## config.mk

```make
export PLATFORM = sky130hd
export DESIGN_NAME = rf_wb_arbiter
export DESIGN_NICKNAME = d
export VERILOG_FILES = /design/src/rtl/rf_wb_arbiter.sv
export SDC_FILE = /design/constraint.sdc
export NUM_CORES = 1
export LEC_CHECK = 0
export CORE_AREA = 4 4 102 94
export DETAILED_ROUTE_END_ITERATION = 10
export DIE_AREA = 0 0 106 98
export PLACE_DENSITY_LB_ADDON = 0.1
export SYNTH_ARGS = -nofsm -noshare
export SYNTH_HDL_FRONTEND = slang
export SYNTH_SLANG_ARGS = --single-unit
export TNS_END_PERCENT = 10
```

## constraint.sdc

```tcl
create_clock -name clk -period 4.2 [get_ports clk]
set_clock_uncertainty 0.1 [all_clocks]
set_input_delay 1.26 -clock clk [delete_from_list [all_inputs] [get_ports clk]]
set_output_delay 1.26 -clock clk [all_outputs]
set_load 0.01 [all_outputs]
```

## src/rtl/rf_wb_arbiter.sv

```systemverilog
// Round-robin arbiter sharing the register-file write port among NREQ writeback sources.
// The winning beat is registered one cycle before it reaches the register file.
module rf_wb_arbiter #(
    parameter int unsigned NREQ = 3,
    parameter int unsigned DW   = 32,
    parameter int unsigned AW   = 5,
    parameter int unsigned CW   = 16
) (
    input  logic               clk,
    input  logic               rst,
    input  logic               en,
    input  logic [NREQ-1:0]    req_valid,
    input  logic [NREQ*AW-1:0] req_addr,
    input  logic [NREQ*DW-1:0] req_data,
    output logic [NREQ-1:0]    req_ready,
    output logic               rf_we,
    output logic [AW-1:0]      rf_waddr,
    output logic [DW-1:0]      rf_wdata,
    input  logic [AW-1:0]      byp_raddr1,
    input  logic [AW-1:0]      byp_raddr2,
    output logic               byp_hit1,
    output logic               byp_hit2,
    output logic [CW-1:0]      contention_cnt
);

    localparam int unsigned PW     = $clog2(NREQ);
    localparam logic [PW:0] NREQ_W = (PW+1)'(NREQ);

    logic [AW-1:0] addr_arr [NREQ];
    logic [DW-1:0] data_arr [NREQ];

    for (genvar i = 0; i < NREQ; i++) begin : g_unpack
        assign addr_arr[i] = req_addr[i*AW +: AW];
        assign data_arr[i] = req_data[i*DW +: DW];
    end

    logic [PW-1:0] ptr_q, ptr_d;
    logic          we_q, we_d;
    logic [AW-1:0] waddr_q, waddr_d;
    logic [DW-1:0] wdata_q, wdata_d;
    logic [CW-1:0] cnt_q, cnt_d;

    logic [PW-1:0] gnt_idx;
    logic [PW:0]   cand;
    logic [PW:0]   ptr_nxt;
    logic          found;
    logic          multi;
    logic [AW-1:0] sel_addr;
    logic [DW-1:0] sel_data;

    // Scan ptr, ptr+1, ... modulo NREQ; first valid source wins.
    always_comb begin
        req_ready = '0;
        gnt_idx   = '0;
        found     = 1'b0;
        cand      = '0;
        for (int unsigned k = 0; k < NREQ; k++) begin
            cand = {1'b0, ptr_q} + (PW+1)'(k);
            if (cand >= NREQ_W) begin
                cand = cand - NREQ_W;
            end
            if (en && !found && req_valid[cand[PW-1:0]]) begin
                found   = 1'b1;
                gnt_idx = cand[PW-1:0];
            end
        end
        if (found) begin
            req_ready[gnt_idx] = 1'b1;
        end
    end

    assign sel_addr = addr_arr[gnt_idx];
    assign sel_data = data_arr[gnt_idx];

    // Two or more bits set iff clearing the lowest set bit leaves something.
    assign multi = |(req_valid & (req_valid - NREQ'(1)));

    always_comb begin
        ptr_d   = ptr_q;
        we_d    = 1'b0;
        waddr_d = waddr_q;
        wdata_d = wdata_q;
        cnt_d   = cnt_q;
        ptr_nxt = {1'b0, gnt_idx} + (PW+1)'(1);
        if (found) begin
            ptr_d = (ptr_nxt >= NREQ_W) ? '0 : ptr_nxt[PW-1:0];
            // Writes to r0 are consumed but never reach the register file.
            if (sel_addr != '0) begin
                we_d    = 1'b1;
                waddr_d = sel_addr;
                wdata_d = sel_data;
            end
        end
        if (en && multi && (cnt_q != '1)) begin
            cnt_d = cnt_q + CW'(1);
        end
    end

    always_ff @(posedge clk or posedge rst) begin
        if (rst) begin
            ptr_q   <= '0;
            we_q    <= 1'b0;
            waddr_q <= '0;
            wdata_q <= '0;
            cnt_q   <= '0;
        end else begin
            ptr_q   <= ptr_d;
            we_q    <= we_d;
            waddr_q <= waddr_d;
            wdata_q <= wdata_d;
            cnt_q   <= cnt_d;
        end
    end

    assign rf_we          = we_q;
    assign rf_waddr       = waddr_q;
    assign rf_wdata       = wdata_q;
    assign contention_cnt = cnt_q;

    assign byp_hit1 = we_q && (waddr_q == byp_raddr1) && (byp_raddr1 != '0);
    assign byp_hit2 = we_q && (waddr_q == byp_raddr2) && (byp_raddr2 != '0);

endmodule

```

* After elaboration in Yosys (flattened, before gate mapping)
Cells that the tools add are included.
Operators by class: bitwise gates (word level) 2, multiply operators 0, reductions and logical operators 19, magnitude comparators 10, div/mod/pow operators 0, mux-type cells 27, shift-type cells 0, equality and inequality tests 3, add/sub/neg operators 8
Operators by type and width (number):
- binary-select mux 32 bit (select 2 bit) | 1
- 2-to-1 mux 32 bit | 2
- adder 16 x 1 -> 16 bit, second input constant | 1
- inequality test 16 bit, second input constant | 1
- nonzero test 5 bit | 3
- 2-to-1 mux 2 bit | 7
- logical AND 1 bit | 12
- < comparator 2 x 3 -> 1 bit, second input constant | 4
- binary-select mux 5 bit (select 2 bit) | 1
- == test 5 bit | 2
- 2-to-1 mux 5 bit | 2
- >= comparator 3 x 2 -> 1 bit, second input constant | 3
- 2-to-1 mux 1 bit | 9
- adder 2 x 1 -> 3 bit, second input constant | 2
- binary-select mux 1 bit (select 2 bit) | 3
- subtractor 2 bit, second input constant | 3
- adder 2 x 2 -> 3 bit, second input constant | 1
- bitwise AND 3 bit | 1
- >= comparator 3 bit, second input constant | 1
- 2-to-1 mux 3 bit | 1
- NOT 2 -> 3 bit | 1
- OR reduction 3 bit | 1
- subtractor 3 x 1 -> 3 bit, second input constant | 1
- demux 1 bit (select 2 bit) | 1
- 4 further kinds | 5
Storage, ports and cells: logic and storage cells 74, memories kept 0, input port bits 127, RAM bits 0, bits in registers 56, ROM bits 0, bits in latches 0

* Depth between registers and ports, before layout
depth in word-level cells 21, depth in mapped cells 12, depth with buffers taken out 9

* Least setup slack after synthesis
OpenSTA, ideal clock, no wires.
path type input-to-output, start input port en, end output port req_ready[0], stages 8, data arrival time 2.777 ns, path buffers 3, required time 2.840 ns, setup slack 0.063 ns, cells stage by stage buf_2 and4b_1 a31oi_1 nor4bb_1 a31o_2 buf_2 clkbuf_1 nor2b_1
On the way: longest elaborated chain between the ends 15
RTL lines:
- start: declaration | RTL line 11 | input logic en,
- logical AND 1 bit | RTL line 62 | if (en && !found && req_valid[cand[PW-1:0]]) begin
- 2-to-1 mux 1 bit | RTL line 62
- zero test 1 bit | RTL line 62
- logical AND 1 bit (2 in series) | RTL line 62
- 2-to-1 mux 1 bit | RTL line 62
- zero test 1 bit | RTL line 62
- logical AND 1 bit (2 in series) | RTL line 62
- 2-to-1 mux 2 bit | RTL line 62
- < comparator 2 x 3 -> 1 bit (not written as such) or >= comparator 2 x 1 -> 1 bit (tied branches) | RTL line 68 | req_ready[gnt_idx] = 1'b1;
- logical AND 1 bit (not written as such) | RTL line 68
- 2-to-1 mux 1 bit (not written as such) | RTL line 68
- demux 1 bit (select 2 bit) | RTL line 68
- 2-to-1 mux 3 bit (*) | RTL line 67 | if (found) begin
- end: declaration | RTL line 15 | output logic [NREQ-1:0] req_ready,
Mark *: on every way between the ends. The rest lies on a longest branch, timed or not.

* Worst setup path after layout
start input port req_valid[1], end output port req_ready[0]
On the way: longest elaborated chain between the ends 17
RTL lines:
- start: declaration | RTL line 12 | input logic [NREQ-1:0] req_valid,
- binary-select mux 1 bit (select 2 bit) | RTL line 62
- 2-to-1 mux 1 bit (not written as such) | RTL line 62
- logical AND 1 bit | RTL line 62
- 2-to-1 mux 1 bit | RTL line 62
- zero test 1 bit | RTL line 62
- logical AND 1 bit (2 in series) | RTL line 62
- 2-to-1 mux 1 bit | RTL line 62
- zero test 1 bit | RTL line 62
- logical AND 1 bit (2 in series) | RTL line 62
- 2-to-1 mux 2 bit | RTL line 62
- < comparator 2 x 3 -> 1 bit (not written as such) or >= comparator 2 x 1 -> 1 bit (tied branches) | RTL line 68
- logical AND 1 bit (not written as such) | RTL line 68
- 2-to-1 mux 1 bit (not written as such) | RTL line 68
- demux 1 bit (select 2 bit) | RTL line 68
- 2-to-1 mux 3 bit (*) | RTL line 67
Mark *: on every way between the ends. The rest lies on a longest branch, timed or not. The select of a mux whose other input is x is not followed.

==> results.md <==
- Status: finished clean
- Sw Pwr: 1.407 mW
- Clk_lat worst skew: 0.31 ns
- RSZ-0062 raised after global routing: true
- Hold crit path type: register to register
- Wire length of the first global-routing pass: 16920 um
- Clock H-tree levels: 2
- Post-Route Utilization: 0.6287
- CTS tree: done
- CP cell instances: clkdlybuf4s50_1, buf_4, nor2b_1, o21ai_1, o2111ai_2, a31o_2, nor2b_2, buf_2
- Dpl hpwl: 8076 um
- Met3 usage: 0.05948
- Ys Warns: 0
- Fin area: 5336 um2
- Setup TNS: 0 ns
- Via density: 5.172
- Remaining Overflow, GRT: 0
- Global-route usage over all layers: 0.2023
- Sequential share of power: 0.277
- GP Congestion: 0.8408
- First DRT Iteration DRCs: 234
- Pwr Density: 646.2 nW/um2
- Max-slew violations: 0
- PortBufs: 185
- Tcrit/Tclk final: 0.9934
- Hold path depth: 1
- Crit path DAT: 2.81 ns
- Synthesized area: 3172 um2
- Largest net degree at the start of global routing: 57
- Synth area leaders: dfrtp_1, mux2i_1, a222oi_1, inv_1, xnor2_1
- Final setup vio count: 0
- DRC Markers: 0
- Primary FF master, synth: dfrtp_1
- Worst slew pin tran: 0.5812 ns
- Global route hottest layer: met2
- Synth Instances: 294
- Mean Syn Cell Area: 10.79 um2
- DR pass1 iterations: 9
- Crit path capture type: output pin
- Final ANT Viol Nets: 0
- Static Leakage: 2.326 nW
- Final worst path period need: 4.172 ns
- Yosys reg bits: 56
- Clock-pin transition on the worst setup and hold timing paths: 0.11 ns
- Routed vias: 3129
- Total core area: 8488 um2
- Critical path fanouts, max: 4
- Final hold vios: 0
- Clock Power Share: 0.090
- VDD IR-drop max: 329.9 uV
- Internal Power: 2.041 mW
- Buf/Inv on CP: 3
- CP required: 2.84 ns
- M2 GR Usage: 0.3657
- Peak Freq: 0.2397 GHz
- Cts hold-fix bufs: 0
- Total power: 3.448 mW
- Starting Density: 0.3737
- Post-synth top cells: dfrtp_1, inv_1, mux2i_1
- Final wirelength: 10520 um
- Die Wd: 106 um
- Layout Nets: 617
- Combinational share of power: 0.632
- CP Launch Type: input port
- Post-synth EDFFs: 0
- Total of max-cap violations: 0
- Clock Path Buffers: 2
- Initial antenna violation count: 0
- Vias in the first global route: 3347
- Stages on worst setup path: 8
- Sequential share of the synthesized area: 0.4418
- Synth cell types: 43
- Clk root buf: clkbuf_8
- Synthesized Nets: 426
- Share of cells above drive strength 1: 0.08436
- Largest stage delay on the critical path: 0.42 ns
- Cell Rows: 32
- Sink Count: 56
- Top-Level Pins: 186
- Ant diodes: 0
- Placed cell areas: 5239 um2
- Cell with the most instances after synthesis: dfrtp_1
- Largest area contributor in the netlist: dfrtp_1
- Max stage delay cell, worst path: clkdlybuf4s50_1
- Die height: 98 um
- Critical path's top delay family: buffers and inverters
- Die area: 10390 um2
- Wire per inst: 17.39 um
- Share of the synthesized area in the top cell type: 0.4418
- Slew HR: 0.6074
- Met1 Track Usage GR: 0.2334
- R2R depth: 13
- Net switching share of the total power: 0.4081
- Synth async-reset ratio: 1.000
- Cts bufs inserted: 5
- Area delta synth->final: 68.24%
- WS Path Type: input port to output pin
- Post-CTS Setup Inserts: 0
==> worst register-to-register path: stages, from the launching register on <==
cell,delay (ns)
dfrtp_1,0.39
inv_1,0.08
ha_1,0.43
nor2b_1,0.21
o21ai_2,0.24
o2111ai_2,0.18
buf_4,0.17
a2bb2oi_4,0.17
buf_4,0.39
a222oi_1,0.20
buf_4,0.18
a21oi_4,0.16
buf_12,0.27
mux2i_1,0.26
==> what timing repair did <==
action / CTS / global route
endpoints found under the setup margin: 3 / 5
gates cloned: 0 / 0
pin swaps: 5 / 4
resized for setup: 14 / 4
==> final cells by class <==
cell class	instances	area (um2)
clock inverter	3	23.77
clock buffer	5	68.82
tap	119	148.9
multi-input combinational	179	1550
sequential	56	1401
fill	738	3152
inverter	41	153.9
timing repair buffer	202	1989
==> final timing paths <==
kind,slack [ns],start,end
max,0.03,req_valid[1],req_ready[0]
min,0.40,contention_cnt[12],contention_cnt[12]
max reg2reg,0.69,ptr_q[0],rf_wdata[29]
min reg2reg,0.40,contention_cnt[12],contention_cnt[12]
max in group asynchronous,2.52,rst,rf_wdata[6]
min in group asynchronous,1.20,rst,contention_cnt[11]
==> metal layers <==
layer | routed length (um) | part of all wire | vias up
li1 | - | - | 1478
met1 | 4151 | 0.39 | 1491
met2 | 5349 | 0.51 | 143
met3 | 842 | 0.080 | 17
met4 | 180 | 0.017 | 0
met5 | 0 | 0 | -
==> cell families after synthesis <==
group,after synthesis,share of synthesized area
muxes,40,0.1282
adders and majority gates,6,0.02288
AOI/OAI and AO/OA,60,0.1728
DFF,56,0.4418
buffers and inverters,59,0.08284
xor gates and xnor gates,23,0.06351
and+or+nand+nor,50,0.08797
==> layout by cell type (no fill, tap or decap), types with 3 or more instances in the layout <==
master	instances
clkdlybuf4s50_1	179
nand3_1	7
ha_1	5
mux2i_1	38
nor3_1	3
a222oi_1	37
xor2_1	9
xnor2_1	14
buf_4	15
dfrtp_1	56
clkbuf_8	5
a21oi_1	6
nand2_1	10
inv_1	40
nor2b_1	3
nor2_1	3
and3_1	8
==> power by group through the flow <==
stage | Clock [mW] | Combinational (mW) | Sequential (mW)
CTS | 0.319 | 2.21 | 0.960
detailed placement | 0 | 2.21 | 0.964
floorplan | 0 | 1.18 | 1.04
global route | 0.343 | 2.38 | 0.994
global placement | 0 | 2.17 | 0.955
finish | 0.312 | 2.18 | 0.957
==> sequential cells by signal, summed over array words and instances (netlist names) <==
name and cells:
rf_wdata 32, contention_cnt 16, rf_waddr 5, ptr_q 2
rf_we 1
==> per-stage QoR <==
stage / std cells / hold slack (ns) / setup WS, ns
global placement: 597 / 0.3784 / -0.4558
finish: 605 / 0.4012 / 0.02778
floorplan: 294 / 0.4017 / 0.06292
CTS: 605 / 0.4045 / -0.008795
global route: 605 / 0.4204 / -0.06441
detailed placement: 597 / 0.3889 / -0.4782
(Power assumes the default switching activity.)
